--- config.mk ---
export PLATFORM = sky130hd
export DESIGN_NAME = duc
export DESIGN_NICKNAME = d
export VERILOG_FILES = /design/src/rtl/duc_pkg.sv /design/src/rtl/duc_fifo.sv /design/src/rtl/duc.sv
export SDC_FILE = /design/constraint.sdc
export NUM_CORES = 1
export LEC_CHECK = 0
export BUFFER_PORTS_ARGS = -buffer_cell sky130_fd_sc_hd__buf_2
export CORE_MARGIN = 4
export CORE_UTILIZATION = 56
export DETAILED_ROUTE_END_ITERATION = 7
export PLACE_DENSITY = 0.75
export SYNTH_ARGS = -nofsm -noshare
export SYNTH_HDL_FRONTEND = slang
export SYNTH_SLANG_ARGS = --single-unit
--- constraint.sdc ---
create_clock -name Clk_160 -period 6.9 [get_ports Clk_160]
set_input_delay 1.38 -clock Clk_160 [delete_from_list [all_inputs] [get_ports Clk_160]]
set_output_delay 1.38 -clock Clk_160 [all_outputs]
set_load 0.01 [all_outputs]
--- src/rtl/duc_pkg.sv ---
// Shared types and helpers for the fs/4 digital up-converter.
// Also used by the DDC output stage for rounding/saturation.
package duc_pkg;

  localparam int DUC_IN_W       = 20;
  localparam int DUC_OUT_W      = 12;
  localparam int DUC_SHIFT      = 8;
  localparam int DUC_FIFO_DEPTH = 4;
  localparam int DUC_PRF_WIDTH  = 4;

  typedef enum logic [1:0] {
    PH_I_POS = 2'd0,
    PH_Q_NEG = 2'd1,
    PH_I_NEG = 2'd2,
    PH_Q_POS = 2'd3
  } phase_t;

  typedef enum logic {
    IDLE = 1'b0,
    RUN  = 1'b1
  } state_t;

  // Round half-up, arithmetic shift, clip to a signed out_w range.
  function automatic logic signed [31:0] sat_round(
    input logic signed [31:0] y,
    input int                 shift,
    input int                 out_w
  );
    logic signed [31:0] r;
    logic signed [31:0] hi;
    logic signed [31:0] lo;
    r  = (y + (32'sd1 <<< (shift - 1))) >>> shift;
    hi = (32'sd1 <<< (out_w - 1)) - 32'sd1;
    lo = -(32'sd1 <<< (out_w - 1));
    if (r > hi) return hi;
    if (r < lo) return lo;
    return r;
  endfunction

endpackage

--- src/rtl/duc_fifo.sv ---
// Small synchronous FIFO feeding the up-converter.
// Push when full and pop when empty are both ignored.
module duc_fifo #(
  parameter int W     = 41,
  parameter int DEPTH = 4
) (
  input  logic                       i_clk,
  input  logic                       i_rst,
  input  logic                       i_push,
  input  logic                       i_pop,
  input  logic [W-1:0]               i_data,
  output logic [W-1:0]               o_head,
  output logic [$clog2(DEPTH):0]     o_count,
  output logic                       o_full,
  output logic                       o_empty
);

  localparam int AW = $clog2(DEPTH);
  localparam int CW = AW + 1;

  logic [W-1:0]  r_mem [DEPTH];
  logic [AW-1:0] r_wr;
  logic [AW-1:0] r_rd;
  logic [CW-1:0] r_count;
  logic          w_push;
  logic          w_pop;

  assign o_full  = (r_count == CW'(DEPTH));
  assign o_empty = (r_count == '0);
  assign w_push  = i_push && !o_full;
  assign w_pop   = i_pop && !o_empty;
  assign o_head  = r_mem[r_rd];
  assign o_count = r_count;

  always_ff @(posedge i_clk) begin
    if (w_push) r_mem[r_wr] <= i_data;
  end

  always_ff @(posedge i_clk) begin
    if (i_rst) begin
      r_wr    <= '0;
      r_rd    <= '0;
      r_count <= '0;
    end else begin
      if (w_push) r_wr <= r_wr + 1'b1;
      if (w_pop)  r_rd <= r_rd + 1'b1;
      r_count <= r_count + CW'(w_push) - CW'(w_pop);
    end
  end

endmodule

--- src/rtl/duc.sv ---
// fs/4 digital up-converter: x4 linear interpolation, mix by
// +I,-Q,-I,+Q, round/saturate to a real DAC sample stream.
module duc
  import duc_pkg::*;
#(
  parameter int IN_W       = DUC_IN_W,
  parameter int OUT_W      = DUC_OUT_W,
  parameter int SHIFT      = DUC_SHIFT,
  parameter int FIFO_DEPTH = DUC_FIFO_DEPTH,
  parameter int PRF_WIDTH  = DUC_PRF_WIDTH
) (
  input  logic                    Clk_160,
  input  logic                    Rst,
  input  logic signed [IN_W-1:0]  Data_I_in,
  input  logic signed [IN_W-1:0]  Data_Q_in,
  input  logic                    Prf_in,
  input  logic                    In_valid,
  output logic                    In_ready,
  output logic signed [OUT_W-1:0] Data_out,
  output logic                    Out_valid,
  output logic                    Prf_out,
  output logic                    Underflow
);

  localparam int EW = 2 * IN_W + 1;
  localparam int CW = $clog2(FIFO_DEPTH) + 1;
  localparam int VW = IN_W + 3;
  localparam int PW = $clog2(PRF_WIDTH + 1);

  logic                    w_push;
  logic                    w_pop;
  logic                    w_full;
  logic                    w_empty;
  logic                    w_underflow;
  logic [EW-1:0]           w_head;
  logic [CW-1:0]           w_count;
  logic [CW-1:0]           w_count_nx;
  logic                    w_head_prf;
  logic signed [IN_W-1:0]  w_head_i;
  logic signed [IN_W-1:0]  w_head_q;

  state_t                  r_state;
  state_t                  w_state_nx;
  phase_t                  r_phase;
  logic                    r_in_ready;
  logic signed [IN_W-1:0]  r_prev_i;
  logic signed [IN_W-1:0]  r_prev_q;
  logic signed [IN_W-1:0]  r_cur_i;
  logic signed [IN_W-1:0]  r_cur_q;
  logic                    r_cur_prf;

  duc_fifo #(
    .W     (EW),
    .DEPTH (FIFO_DEPTH)
  ) u_fifo (
    .i_clk   (Clk_160),
    .i_rst   (Rst),
    .i_push  (w_push),
    .i_pop   (w_pop),
    .i_data  ({Prf_in, Data_I_in, Data_Q_in}),
    .o_head  (w_head),
    .o_count (w_count),
    .o_full  (w_full),
    .o_empty (w_empty)
  );

  assign w_head_prf = w_head[EW-1];
  assign w_head_i   = w_head[EW-2 -: IN_W];
  assign w_head_q   = w_head[IN_W-1:0];
  assign w_push     = In_valid && r_in_ready;
  assign w_count_nx = w_count
                    + CW'(w_push && !w_full)
                    - CW'(w_pop && !w_empty);

  always_comb begin
    w_state_nx  = r_state;
    w_pop       = 1'b0;
    w_underflow = 1'b0;
    unique case (r_state)
      IDLE: begin
        if (!w_empty) begin
          w_pop      = 1'b1;
          w_state_nx = RUN;
        end
      end
      RUN: begin
        if (r_phase == PH_Q_POS) begin
          if (!w_empty) begin
            w_pop = 1'b1;
          end else begin
            w_underflow = 1'b1;
            w_state_nx  = IDLE;
          end
        end
      end
    endcase
  end

  always_ff @(posedge Clk_160) begin
    if (Rst) r_state <= IDLE;
    else     r_state <= w_state_nx;
  end

  always_ff @(posedge Clk_160) begin
    if (Rst) begin
      r_phase    <= PH_I_POS;
      r_in_ready <= 1'b0;
      r_prev_i   <= '0;
      r_prev_q   <= '0;
      r_cur_i    <= '0;
      r_cur_q    <= '0;
      r_cur_prf  <= 1'b0;
    end else begin
      r_in_ready <= (w_count_nx < CW'(FIFO_DEPTH));
      if (r_state == RUN) r_phase <= phase_t'(r_phase + 2'd1);
      else                r_phase <= PH_I_POS;
      if (w_pop) begin
        // a fresh start from IDLE ramps up from zero
        r_prev_i  <= (r_state == RUN) ? r_cur_i : '0;
        r_prev_q  <= (r_state == RUN) ? r_cur_q : '0;
        r_cur_i   <= w_head_i;
        r_cur_q   <= w_head_q;
        r_cur_prf <= w_head_prf;
      end else if (w_underflow) begin
        r_prev_i  <= '0;
        r_prev_q  <= '0;
        r_cur_i   <= '0;
        r_cur_q   <= '0;
        r_cur_prf <= 1'b0;
      end
    end
  end

  logic                   w_sel_i;
  logic signed [IN_W-1:0] w_p;
  logic signed [IN_W-1:0] w_c;
  logic signed [VW-1:0]   w_px;
  logic signed [VW-1:0]   w_cx;
  logic signed [VW-1:0]   w_d;
  logic signed [VW-1:0]   w_kd;
  logic signed [VW-1:0]   w_v;

  assign w_sel_i = ~r_phase[0];
  assign w_p     = w_sel_i ? r_prev_i : r_prev_q;
  assign w_c     = w_sel_i ? r_cur_i : r_cur_q;
  assign w_px    = {{3{w_p[IN_W-1]}}, w_p};
  assign w_cx    = {{3{w_c[IN_W-1]}}, w_c};
  assign w_d     = w_cx - w_px;

  always_comb begin
    w_kd = '0;
    unique case (r_phase)
      PH_I_POS: w_kd = '0;
      PH_Q_NEG: w_kd = w_d;
      PH_I_NEG: w_kd = w_d <<< 1;
      PH_Q_POS: w_kd = (w_d <<< 1) + w_d;
    endcase
  end

  assign w_v = w_px + (w_kd >>> 2);

  logic signed [VW-1:0] r_s1_v;
  logic                 r_s1_neg;
  logic                 r_s1_valid;
  logic                 r_s1_prf;

  always_ff @(posedge Clk_160) begin
    if (Rst) begin
      r_s1_v     <= '0;
      r_s1_neg   <= 1'b0;
      r_s1_valid <= 1'b0;
      r_s1_prf   <= 1'b0;
    end else begin
      r_s1_v     <= w_v;
      r_s1_neg   <= (r_phase == PH_Q_NEG) || (r_phase == PH_I_NEG);
      r_s1_valid <= (r_state == RUN);
      r_s1_prf   <= (r_state == RUN) && (r_phase == PH_I_POS)
                 && r_cur_prf;
    end
  end

  logic signed [31:0]      w_vx;
  logic signed [31:0]      w_y;
  logic signed [OUT_W-1:0] r_data;
  logic                    r_out_valid;
  logic [PW-1:0]           r_prf_cnt;

  assign w_vx = {{(32-VW){r_s1_v[VW-1]}}, r_s1_v};
  assign w_y  = r_s1_neg ? -w_vx : w_vx;

  always_ff @(posedge Clk_160) begin
    if (Rst) begin
      r_data      <= '0;
      r_out_valid <= 1'b0;
      r_prf_cnt   <= '0;
    end else begin
      r_out_valid <= r_s1_valid;
      r_data      <= r_s1_valid
                   ? OUT_W'(sat_round(w_y, SHIFT, OUT_W)) : '0;
      if (r_s1_prf)              r_prf_cnt <= PW'(PRF_WIDTH);
      else if (r_prf_cnt != '0)  r_prf_cnt <= r_prf_cnt - 1'b1;
    end
  end

  assign In_ready  = r_in_ready;
  assign Data_out  = r_data;
  assign Out_valid = r_out_valid;
  assign Prf_out   = (r_prf_cnt != '0);
  assign Underflow = w_underflow;

endmodule

==> impl_metrics.env <==
export IMPL_avgSynthCellArea_um2=11.70
export IMPL_die_x_um=170.9
export IMPL_clock_sinks=299
export IMPL_overflow=0
export IMPL_synth_area_um2=14870
export IMPL_gp_congestion=0.9078
export IMPL_peakVddDrop_v=0.0004359
export IMPL_core_region_area_um2=26060
export IMPL_first_global_vias=9819
export IMPL_power_w=0.008343
export IMPL_ys_types=84
export IMPL_antenna_found_initial=0
export IMPL_diodes=0
export IMPL_drv_slew=0
export IMPL_p_per_area_nw_per_um2=504.2
export IMPL_dieHeight_um=170.9
export IMPL_synth_area_leader_cell="edfxtp_1"
export IMPL_ant_nets=0
export IMPL_final_cell_area_um2=16550
export IMPL_p_sw_frac=0.3982
export IMPL_status="complete, no violations"
export IMPL_synth_seq_cells=299
export IMPL_tightest_slew_ns=1.129
export IMPL_start_kind="register"
export IMPL_fmax_mhz=156.1
export IMPL_final_util=0.6350
export IMPL_cts_tree="yes"
export IMPL_fin_crit_ns=6.405
export IMPL_path_class="register to register"
export IMPL_start_util=0.5705
export IMPL_yosysMostFrequentCell="edfxtp_1"
export IMPL_track_usage=0.2063
export IMPL_crit_buf_inv=1
export IMPL_initialDrtViolationCount=973
export IMPL_ioPinCount=60
export IMPL_grt_pass1_wl_mm=49.56
export IMPL_wire_per_inst_um=17.92
export IMPL_synth_common_cells="edfxtp_1, nor2_1, dfxtp_1, a22oi_1, ha_1"
export IMPL_hp_class="register to register"
export IMPL_hpwl_mm=20.23
export IMPL_switching_power_w=0.003323
export IMPL_crit_required_ns=7.32
export IMPL_die_area_um2=29220
export IMPL_setup_violations_final=0
export IMPL_rsz0062_at_grt="no"
export IMPL_insertion_delay_ns=0.56
export IMPL_power_frac_comb=0.528
export IMPL_setup_tns_final_ns=0
export IMPL_cp_slowest_cell="dfxtp_2"
export IMPL_hold_viol=0
export IMPL_syn_num_nets=1394
export IMPL_clock_skew_ns=0.02863
export IMPL_yosys_area_top_type_share=0.3313
export IMPL_synth_seq_area_share=0.5130
export IMPL_p_seq_frac=0.265
export IMPL_via_count=10020
export IMPL_maxSlewHeadroom=0.2472
export IMPL_cp_end_kind="register"
export IMPL_clkPwrFrac=0.206
export IMPL_synthTopCellsByArea="edfxtp_1, dfxtp_1, ha_1, mux4_2, a22oi_1"
export IMPL_critPathArrivalTime_ns=6.82
export IMPL_ys_warnings_count=0
export IMPL_portBuffers=59
export IMPL_synth_edf_count=164
export IMPL_cts_made_buffers=30
export IMPL_synthCells=1271
export IMPL_maxCapViolCount=0
export IMPL_intPower_w=0.005021
export IMPL_critical_path_max_stage_delay_ns=0.48
export IMPL_drive_above_1_share=0.1727
export IMPL_rows=59
export IMPL_nets=1431
export IMPL_postRouteWirelength_mm=29.88
export IMPL_syn2layout_area_growth_pct=11.30
export IMPL_vias_per_cell=6.010
export IMPL_first_pass_iters=8
export IMPL_synthArstFlopShare=0
export IMPL_critPathMostFrequentCell="a21o_1"
export IMPL_instances_no_fill=1667
export IMPL_drc=0
export IMPL_rrSetupSlack_ns=0.49
export IMPL_leakagePower_nw=6.335
export IMPL_cp_max_fo=14
export IMPL_ys_flop_type="edfxtp_1"
export IMPL_timing_final_crit_share=0.9283
export IMPL_place_area_um2=15430
export IMPL_path_clk_slew_ns=0.06
export IMPL_crit_family="compound AO/OA/AOI/OAI gates"
export IMPL_cts_root_buffer="clkbuf_16"
export IMPL_place_inst=1611
export IMPL_clk_path_buf_depth=3
export IMPL_htreeDepth=1
export IMPL_grt_max_degree=82
## worst reg2reg max path, delay by kind of cell, from the launching register on
family | cells | cell delay [ns]
mux | 1 | 0.35
flops | 1 | 0.48
simple gates | 6 | 1.17
fa+ha+maj | 3 | 1.09
xor+xnor | 2 | 0.47
compound gates | 13 | 2.50
buf+inv | 1 | 0.23
## power by group through the flow
stage / registers (W) / clock network (W) / logic, W
2_1_floorplan: 0.00216 / 0 / 0.00354
3_3_place_gp: 0.00224 / 0 / 0.00413
3_5_place_dp: 0.00225 / 0 / 0.00423
4_1_cts: 0.00221 / 0.00175 / 0.00427
5_1_grt: 0.00223 / 0.00183 / 0.00487
6_report: 0.00221 / 0.00172 / 0.00441
## sequential cells by signal, summed over array words and instances, names as in the netlist, named ones only
| register | cells |
|---|---|
| u_fifo.r_mem | 164 |
| r_s1_v | 22 |
| r_cur_i | 20 |
| r_cur_q | 20 |
| r_prev_i | 20 |
| r_prev_q | 20 |
| Data_out | 12 |
| r_prf_cnt | 3 |
| u_fifo.o_count | 3 |
| r_phase | 2 |
| u_fifo.r_rd | 2 |
| u_fifo.r_wr | 2 |
| In_ready | 1 |
| Out_valid | 1 |
| r_cur_prf | 1 |
| r_s1_neg | 1 |
| r_s1_prf | 1 |
| r_s1_valid | 1 |
| r_state | 1 |
## per-stage QoR
step | setup WS, ns | hold slack [ns]
2_1_floorplan | 0.4148 | 0.4257
3_3_place_gp | 0.4768 | 0.4671
3_5_place_dp | 0.3413 | 0.4666
4_1_cts | 0.3279 | 0.4747
5_1_grt | 0.01227 | 0.5127
6_report | 0.4947 | 0.4686
## layout by cell type, fill, tap and decap left out, types with 7 or more instances in the layout
cell / instances
a21o_1: 21
a22oi_1: 83
nor4_1: 7
xnor2_1: 45
a211oi_1: 9
nor2_1: 145
and3_1: 7
or3_1: 8
nor2b_1: 15
xor2_1: 26
buf_2: 58
mux4_2: 41
and2_1: 9
dfxtp_1: 132
a21oi_1: 51
ha_1: 75
edfxtp_1: 164
o21a_1: 10
mux2_2: 19
clkbuf_16: 31
a31oi_1: 9
inv_1: 59
nand2b_1: 8
nand3_1: 16
mux2i_1: 22
o21ai_0: 23
nand2_1: 47
a222oi_1: 15
nor3_1: 21
buf_4: 10
## path summary, 6_finish.rpt
kind | from | endpoint | depth (start not counted)
hold / removal | r_s1_prf | r_prf_cnt[1] | 1
hold reg to reg | r_s1_prf | r_prf_cnt[1] | 1
setup / recovery | r_phase[0] | r_s1_v[20] | 26
setup reg to reg | r_phase[0] | r_s1_v[20] | 26
## timing repair
action	in CTS	in global routing
setup buffers	0	0
resized for setup	0	10
hold endpoints to repair	0	0
hold buffers	0	0
setup endpoints to repair	0	3
## kinds of logic (layout without fill, tap and decap cells)
logic type               count (synthesis)  count (layout)  synth area share
buffers and inverters                  124             185           0.03240
XOR/XNOR                                73              73           0.04301
AO/OA/AOI/OAI                          296             296            0.1467
flip-flops                             299             299            0.5130
AND/OR/NAND/NOR                        315             315            0.1030
adder cells (fa/ha/maj)                 80              80           0.06918
multiplexers                            84              84           0.09266
## per-layer routing
layer,share of wire,global-route usage
met4,0.021,0.05408
met5,0,0
met1,0.45,0.2824
met2,0.48,0.3473
met3,0.052,0.03212
## area by class of cell
class                      instances  area, um2
fill                            1943       9512
inverter                          60      225.2
timing repair buffer              69      376.6
clock buffer                      34      787.0
clock inverter                    22      276.5
multi-input combinational        848       6832
sequential                       299       7631
tap                              335      419.2
(Power assumes the default switching activity.)
